**config.mk**
```make
export PLATFORM = sky130hd
export DESIGN_NAME = fetch_sequencer
export DESIGN_NICKNAME = d
export VERILOG_FILES = /design/src/rtl/pipeline_pkg.sv /design/src/rtl/branch_decode.sv /design/src/rtl/fetch_sequencer.sv
export SDC_FILE = /design/constraint.sdc
export NUM_CORES = 1
export LEC_CHECK = 0
export CAP_MARGIN = 20
export CELL_PAD_IN_SITES_DETAIL_PLACEMENT = 1
export CELL_PAD_IN_SITES_GLOBAL_PLACEMENT = 2
export CORE_MARGIN = 10
export CORE_UTILIZATION = 21
export CTS_BUF_LIST = sky130_fd_sc_hd__clkbuf_4 sky130_fd_sc_hd__clkbuf_8
export DETAILED_ROUTE_END_ITERATION = 6
export GPL_TIMING_DRIVEN = 0
export PLACE_DENSITY = 0.87
export SLEW_MARGIN = 10
export SYNTH_ARGS = -nofsm -noshare
export SYNTH_HDL_FRONTEND = slang
export SYNTH_SLANG_ARGS = --single-unit
```
**constraint.sdc**
```tcl
create_clock -name clk -period 3 [get_ports clk]
set_input_delay 0.6 -clock clk [delete_from_list [all_inputs] [get_ports clk]]
set_output_delay 0.6 -clock clk [all_outputs]
set_load 0.01 [all_outputs]
```
**src/rtl/pipeline_pkg.sv**
```systemverilog
// Shared encodings for the fetch sequencer: FSM states, branch opcodes, counter width.
package pipeline_pkg;

  typedef enum logic [1:0] {
    StIdle     = 2'd0,
    StRun      = 2'd1,
    StWaitBr   = 2'd2,
    StRedirect = 2'd3
  } state_e;

  // Primary opcode field instr[31:26] values that count as control transfers.
  localparam logic [5:0] OpBeq = 6'b000100;
  localparam logic [5:0] OpBne = 6'b000101;
  localparam logic [5:0] OpJ   = 6'b000010;

  // Wide enough for the largest legal branch timeout (15).
  localparam int unsigned CntW = 4;

  function automatic logic is_branch_op(input logic [5:0] op);
    return (op == OpBeq) || (op == OpBne) || (op == OpJ);
  endfunction

endpackage

```
**src/rtl/branch_decode.sv**
```systemverilog
// Combinational branch detect on the primary opcode of a freshly fetched word.
module branch_decode
  import pipeline_pkg::*;
(
  input  logic [5:0] opcode_i,
  input  logic       instr_valid_i,
  output logic       is_branch_o
);

  // Only a valid fetch can start a branch wait.
  always_comb begin
    is_branch_o = instr_valid_i && is_branch_op(opcode_i);
  end

endmodule

```
**src/rtl/fetch_sequencer.sv**
```systemverilog
// Fetch-stage sequencer: drives PC enable/select and bubble insertion around branches,
// waits for the execute stage to resolve each branch, and flags unresolved branches.
module fetch_sequencer
  import pipeline_pkg::*;
#(
  parameter int unsigned ADDR_W     = 7,
  parameter int unsigned BR_TIMEOUT = 4   // legal range 1..15
) (
  input  logic              clk,
  input  logic              rst,
  input  logic [31:0]       instr,
  input  logic              instr_valid,
  input  logic              stall_req,
  input  logic              resolve_valid,
  input  logic              resolve_taken,
  input  logic [ADDR_W-1:0] resolve_target,
  output logic              pc_enable,
  output logic              pc_sel,
  output logic [ADDR_W-1:0] pc_target,
  output logic              bubble,
  output logic              busy,
  output logic              br_timeout
);

  localparam logic [CntW-1:0] BrTimeoutCnt = CntW'(BR_TIMEOUT);

  state_e            state_q, state_d;
  logic [CntW-1:0]   cnt_q, cnt_d;
  logic              pc_enable_q, pc_enable_d;
  logic              pc_sel_q, pc_sel_d;
  logic [ADDR_W-1:0] pc_target_q, pc_target_d;
  logic              bubble_q, bubble_d;
  logic              busy_q, busy_d;
  logic              br_timeout_q, br_timeout_d;
  logic              is_branch;

  // Only the opcode field matters here; the rest of the word is consumed downstream.
  logic unused_instr;
  assign unused_instr = ^instr[25:0];

  branch_decode u_branch_decode (
    .opcode_i      (instr[31:26]),
    .instr_valid_i (instr_valid),
    .is_branch_o   (is_branch)
  );

  // Next state and next registered outputs; outputs describe the current state's action.
  always_comb begin
    state_d      = state_q;
    cnt_d        = cnt_q;
    pc_enable_d  = 1'b0;
    pc_sel_d     = 1'b0;
    pc_target_d  = pc_target_q;
    bubble_d     = 1'b0;
    busy_d       = busy_q;
    br_timeout_d = br_timeout_q;

    unique case (state_q)
      StIdle: begin
        bubble_d = 1'b1;
        busy_d   = 1'b0;
        state_d  = StRun;
      end

      StRun: begin
        busy_d = 1'b0;
        // Stall wins over branch detect; fetch holds instr so the branch is seen again.
        if (stall_req) begin
          state_d = StRun;
        end else if (is_branch) begin
          state_d = StWaitBr;
          cnt_d   = BrTimeoutCnt;
          busy_d  = 1'b1;
        end else begin
          pc_enable_d = 1'b1;
        end
      end

      StWaitBr: begin
        bubble_d = 1'b1;
        cnt_d    = (cnt_q != '0) ? cnt_q - 1'b1 : '0;
        // A resolve arriving on the expiry cycle takes precedence over the timeout.
        if (resolve_valid) begin
          if (resolve_taken) begin
            pc_target_d = resolve_target;
            state_d     = StRedirect;
          end else begin
            state_d = StRun;
            busy_d  = 1'b0;
          end
        end else if (cnt_q <= 1) begin
          br_timeout_d = 1'b1;
          state_d      = StRun;
          busy_d       = 1'b0;
        end
      end

      StRedirect: begin
        pc_sel_d    = 1'b1;
        pc_enable_d = 1'b1;
        bubble_d    = 1'b1;
        busy_d      = 1'b0;
        state_d     = StRun;
      end

      default: begin
        state_d = StIdle;
      end
    endcase
  end

  // State, counter and all outputs; reset aborts any outstanding branch.
  always_ff @(posedge clk or negedge rst) begin
    if (!rst) begin
      state_q      <= StIdle;
      cnt_q        <= '0;
      pc_enable_q  <= 1'b0;
      pc_sel_q     <= 1'b0;
      pc_target_q  <= '0;
      bubble_q     <= 1'b0;
      busy_q       <= 1'b0;
      br_timeout_q <= 1'b0;
    end else begin
      state_q      <= state_d;
      cnt_q        <= cnt_d;
      pc_enable_q  <= pc_enable_d;
      pc_sel_q     <= pc_sel_d;
      pc_target_q  <= pc_target_d;
      bubble_q     <= bubble_d;
      busy_q       <= busy_d;
      br_timeout_q <= br_timeout_d;
    end
  end

  assign pc_enable  = pc_enable_q;
  assign pc_sel     = pc_sel_q;
  assign pc_target  = pc_target_q;
  assign bubble     = bubble_q;
  assign busy       = busy_q;
  assign br_timeout = br_timeout_q;

endmodule

```
* Word level (Yosys, flattened, before mapping)
Cells that the tools add are included.
Word-level totals: word-level logic and storage cells 56, input port bits 45, register bits after elaboration 18, output and inout port bits 12
Operators by class: bitwise logic cells 1, $lt $le $gt $ge 1, reductions and logical operators 13, add/subtract/negate cells 1, equal/unequal tests 11, multiplexer cells 21
Operator list (count):
- equality test 6 x 3 -> 1 bit (second input constant) | 2
- 2-to-1 mux 4 bit | 3
- 2-to-1 mux 2 bit | 5
- 2-to-1 mux 1 bit | 9
- != test 3 bit (second input constant) | 3
- AND reduction 3 bit | 3
- case mux 4 bit (2 select lines) | 1
- equality test 6 x 2 -> 1 bit (second input constant) | 1
- case mux 2 bit (3 select lines) | 1
- equality test 2 bit (second input constant) | 2
- less-or-equal comparator 4 x 1 -> 1 bit (second input constant) | 1
- != test 2 bit (second input constant) | 2
- AND reduction 2 bit | 2
- nonzero test 4 bit | 1
- subtractor 4 x 1 -> 4 bit (second input constant) | 1
- case mux 1 bit (3 select lines) | 1
- OR reduction 3 bit | 1
- equality test 2 x 1 -> 1 bit (second input constant) | 1
- logical NOT 2 bit | 1
- logical OR 1 bit | 2
- case mux 1 bit (2 select lines) | 1
- nonzero test 2 bit | 1
- OR reduction 2 bit | 1
- logical AND 1 bit | 1
- inverter 1 bit | 1

* Longest topological paths before layout
depth in word-level cells 7, mapped depth 3, gate-level depth less buffers 3

* Hierarchy
Synthesis repeated with hierarchy kept, for this count alone.
Unflattened totals: cells, all modules 60, area total of the unflattened synthesis 773.2 um^2
Modules (own cells, without submodules):
- fetch_sequencer | instances 1, seq. area each 450.4 um^2, cells each 56, area each 739.5 um^2
- branch_decode | instances 1, seq. area each 0.0 um^2, cells each 4, area each 33.8 um^2

* Least setup slack after synthesis
OpenSTA, ideal clock, no wires.
kind input to register, from input port instr[29], to register cnt_q[1], library setup time 0.136 ns, arrival time 1.507 ns, stages 3, path slack 1.358 ns, buffers on the path 0, required time 2.864 ns, cells stage by stage or4b_4 > a211oi_4 > o21ai_0
Between the ends: word-level cells in the longest chain between the ends 6, elaborated cells on any way between the ends 8, those cells by class eq/ne: 4; reduce/logical: 4
RTL lines:
- start: declaration | RTL line fetch_sequencer.sv:11 | input logic [31:0] instr,
- equality test 6 x 3 -> 1 bit | RTL line pipeline_pkg.sv:20 | return (op == OpBeq) || (op == OpBne) || (op == OpJ);
- logical OR 1 bit | RTL line pipeline_pkg.sv:20
- logical OR 1 bit (*) | RTL line pipeline_pkg.sv:20
- logical AND 1 bit (*) | RTL line branch_decode.sv:12 | is_branch_o = instr_valid_i && is_branch_op(opcode_i);
- != test 2 bit (no source line) (*)
- AND reduction 3 bit (no source line) (*)
- end signal: assignment | RTL line fetch_sequencer.sv:125 | cnt_q <= cnt_d;
- end: declaration | RTL line fetch_sequencer.sv:28 | logic [CntW-1:0] cnt_q, cnt_d;
Every way passes the cells marked *; elsewhere a longest branch is shown, timed or not. A chain may end at the register's enable or synchronous reset.

* Worst setup path after layout
Same ends and word-level chain as after synthesis.

==> results.py <==
metrics = {
    "cts": {
        "h-tree-depth": 1,
        "cts_resized": 0,
        "clk_latency_ns": 0.29,
        "holdBufCountCts": 0,
        "postCtsSetupRepairBufs": 0,
        "numCtsBuffers": 3,
        "clock_sinks": 18,
        "cts_root_buf": "clkbuf_4",
        "cts_tree": "done",
        "max-clock-path-buffers": 2,
        "clkTransAtPathRegs_ns": 0.10,
    },
    "drt": {
        "detail-route-antenna-nets": 0,
        "drc": 0,
        "dr.first_iter.drc_count": 21,
        "wl_per_cell_um": 14.1,
        "routed_wl_um": 1960,
        "detail_route.vias_per_cell": 4.27,
        "num_vias": 594,
        "drt_pre_antenna_iters": 2,
    },
    "logic_synthesis": {
        "synthXorXnorAreaFrac_pct": 0,
        "ys_seq_area_share_pct": 59.1,
        "synth-warning-count": 0,
        "synth_area_leaders": "dfrtp_1, mux2_2, a211oi_4",
        "syn_area_per_cell_um2": 12.9,
        "yosys.area.top_type_share_pct": 59.1,
        "ys_types": 27,
        "synth-async-reset-ratio_pct": 100,
        "synthSimpleGateAreaFrac_pct": 19.9,
        "synth_nets": 104,
        "synth_top_family_by_area": "simple AND/OR/NAND/NOR gates",
        "synth_seq_cells": 18,
        "synth_compound_area_share_pct": 10.2,
        "synth.most_common_cell": "dfrtp_1",
        "muxShareOfSynthArea_pct": 10.3,
        "synth_ff_type": "dfrtp_1",
        "synth_edf_count": 0,
        "syn_area_um2": 762,
        "synthTopCellsByCount": "dfrtp_1, mux2_2, nor3_1",
        "syn_inst": 59,
        "synth_fa_ha_area_share_pct": 0,
        "yosys.area.top_type": "dfrtp_1",
    },
    "critical_path": {
        "cp_max_fo": 7,
        "crit_type": "in -> reg",
        "crit_required_ns": 3.17,
        "start_kind": "input pin",
        "worstPathArrival_ns": 2.03,
        "critPathCaptureType": "flop",
    },
    "place": {
        "dp_hpwl_um": 1650,
        "place_congestion": 0.670,
        "place_ws_ns": 0.800,
        "portBuffers": 30,
        "postPlaceCellArea_um2": 1120,
        "dp.cells": 135,
    },
    "status": {
        "status": "completed",
    },
    "pwr": {
        "finalPower_mw": 0.483,
        "ir_drop_uv": 98.2,
        "p_per_area_nw_per_um2": 418,
        "p_leak_nw": 0.497,
    },
    "grt": {
        "overflow": 0,
        "grt_max_degree": 19,
        "track_usage_pct": 6.21,
        "grt_pass1_wl_um": 3110,
        "grt_pass1_vias": 634,
        "grt_antenna_before_repair": 0,
    },
    "final_layout": {
        "stdcell_area_um2": 1160,
        "fin_nets": 139,
        "fin_util_pct": 33.8,
        "n_antenna_cell": 0,
        "fin_cells": 139,
        "syn_to_final_growth_pct": 51.7,
        "drive_gt1_share_pct": 16.1,
    },
    "die": {
        "core-area_um2": 3420,
        "row_count": 21,
        "die_w_um": 80.2,
        "dieHeight_um": 80.2,
        "dieArea_um2": 6440,
        "io_pins": 57,
        "start_util_pct": 22.3,
    },
    "timing": {
        "fin_tns_setup_ns": 0,
        "min_period_ns": 1.86,
        "fin_ws_ns": 1.14,
        "maxSlewViolCount": 0,
        "rsz0062_at_grt": "no",
        "finalSetupViolCount": 0,
        "period_share_pct": 62.1,
        "timing.hold.ws_ns": 0.470,
        "fin_worst_skew_ns": 0.000848,
        "finalHoldViolations": 0,
        "maxSlewHeadroom_pct": 46.9,
        "worstMarginPinSlew_ns": 0.795,
        "fmax_ghz": 0.536,
    },
    "min_path": {
        "min_path_type": "reg -> reg",
    },
    "run": {
        "cap_violations": 0,
    },
}
## registers in the layout, indices dropped and copies added (netlist names)
signal      cells
pc_sel          1
pc_target       7
cnt_q           4
state_q         2
bubble          1
br_timeout      1
busy            1
pc_enable       1
## cell type report
class | count | area [um2]
well taps | 46 | 57.6
clock buffers | 4 | 36.3
fillers | 381 | 2260
multi-input cells | 40 | 308
repair buffers | 30 | 300
flip-flops and latches | 18 | 450
inverters | 1 | 3.75
## worst paths after layout
check,endpoint,slack [ns],startpoint,cells after the start
max,cnt_q[1],1.14,instr[29],4
min,br_timeout,0.47,br_timeout,1
max reg2reg,cnt_q[1],1.47,state_q[1],3
min reg2reg,br_timeout,0.47,br_timeout,1
max in group asynchronous,pc_target[0],1.75,rst,1
min in group asynchronous,bubble,0.76,rst,1
## critical path: stages
cell             delay, ns
clkdlybuf4s50_1       0.40
or4b_4                0.56
a211oi_4              0.32
o21ai_0               0.15
## power by group
group / internal (mW) / switching, mW / total [mW]
Combinational: 0.0381 / 0.0227 / 0.0608
Sequential: 0.258 / 0.0158 / 0.274
Clock: 0.0740 / 0.0747 / 0.149
## cells in the final DEF, fill, tap and decap left out
| cell type | instances |
|---|---|
| or3_1 | 1 |
| or2b_1 | 1 |
| a211oi_4 | 1 |
| a21o_1 | 1 |
| inv_1 | 1 |
| o21ai_1 | 1 |
| clkbuf_8 | 1 |
| nor4_1 | 1 |
| dfrtp_1 | 18 |
| mux2_2 | 7 |
| clkbuf_4 | 3 |
| o21ai_0 | 3 |
| nand4b_1 | 1 |
| and2_1 | 1 |
| nor2b_1 | 2 |
| or3b_4 | 1 |
| nand2b_1 | 2 |
| nor3_1 | 4 |
| nor4b_1 | 1 |
| or3b_1 | 1 |
| nor2_1 | 3 |
| or4_1 | 1 |
| or2_1 | 1 |
| a21o_2 | 1 |
| a21oi_1 | 1 |
| nand2_1 | 1 |
| clkdlybuf4s50_1 | 30 |
| o31a_1 | 1 |
| o21bai_1 | 1 |
| or4b_4 | 1 |
## metal layers
metal,up-vias,GRT usage (%),part of all wire [%]
met4,0,2.11,0.97
met2,23,10.7,50
met5,-,0,0
met3,2,2.56,6.5
li1,281,-,-
met1,288,6.71,42
## logic make-up after synthesis
| family | count (synthesis) |
|---|---|
| AO/OA/AOI/OAI | 10 |
| AND/OR/NAND/NOR | 23 |
| buffers and inverters | 1 |
| multiplexers | 7 |
| flip-flops | 18 |
Note: power is estimated with default switching activity, not from simulation.
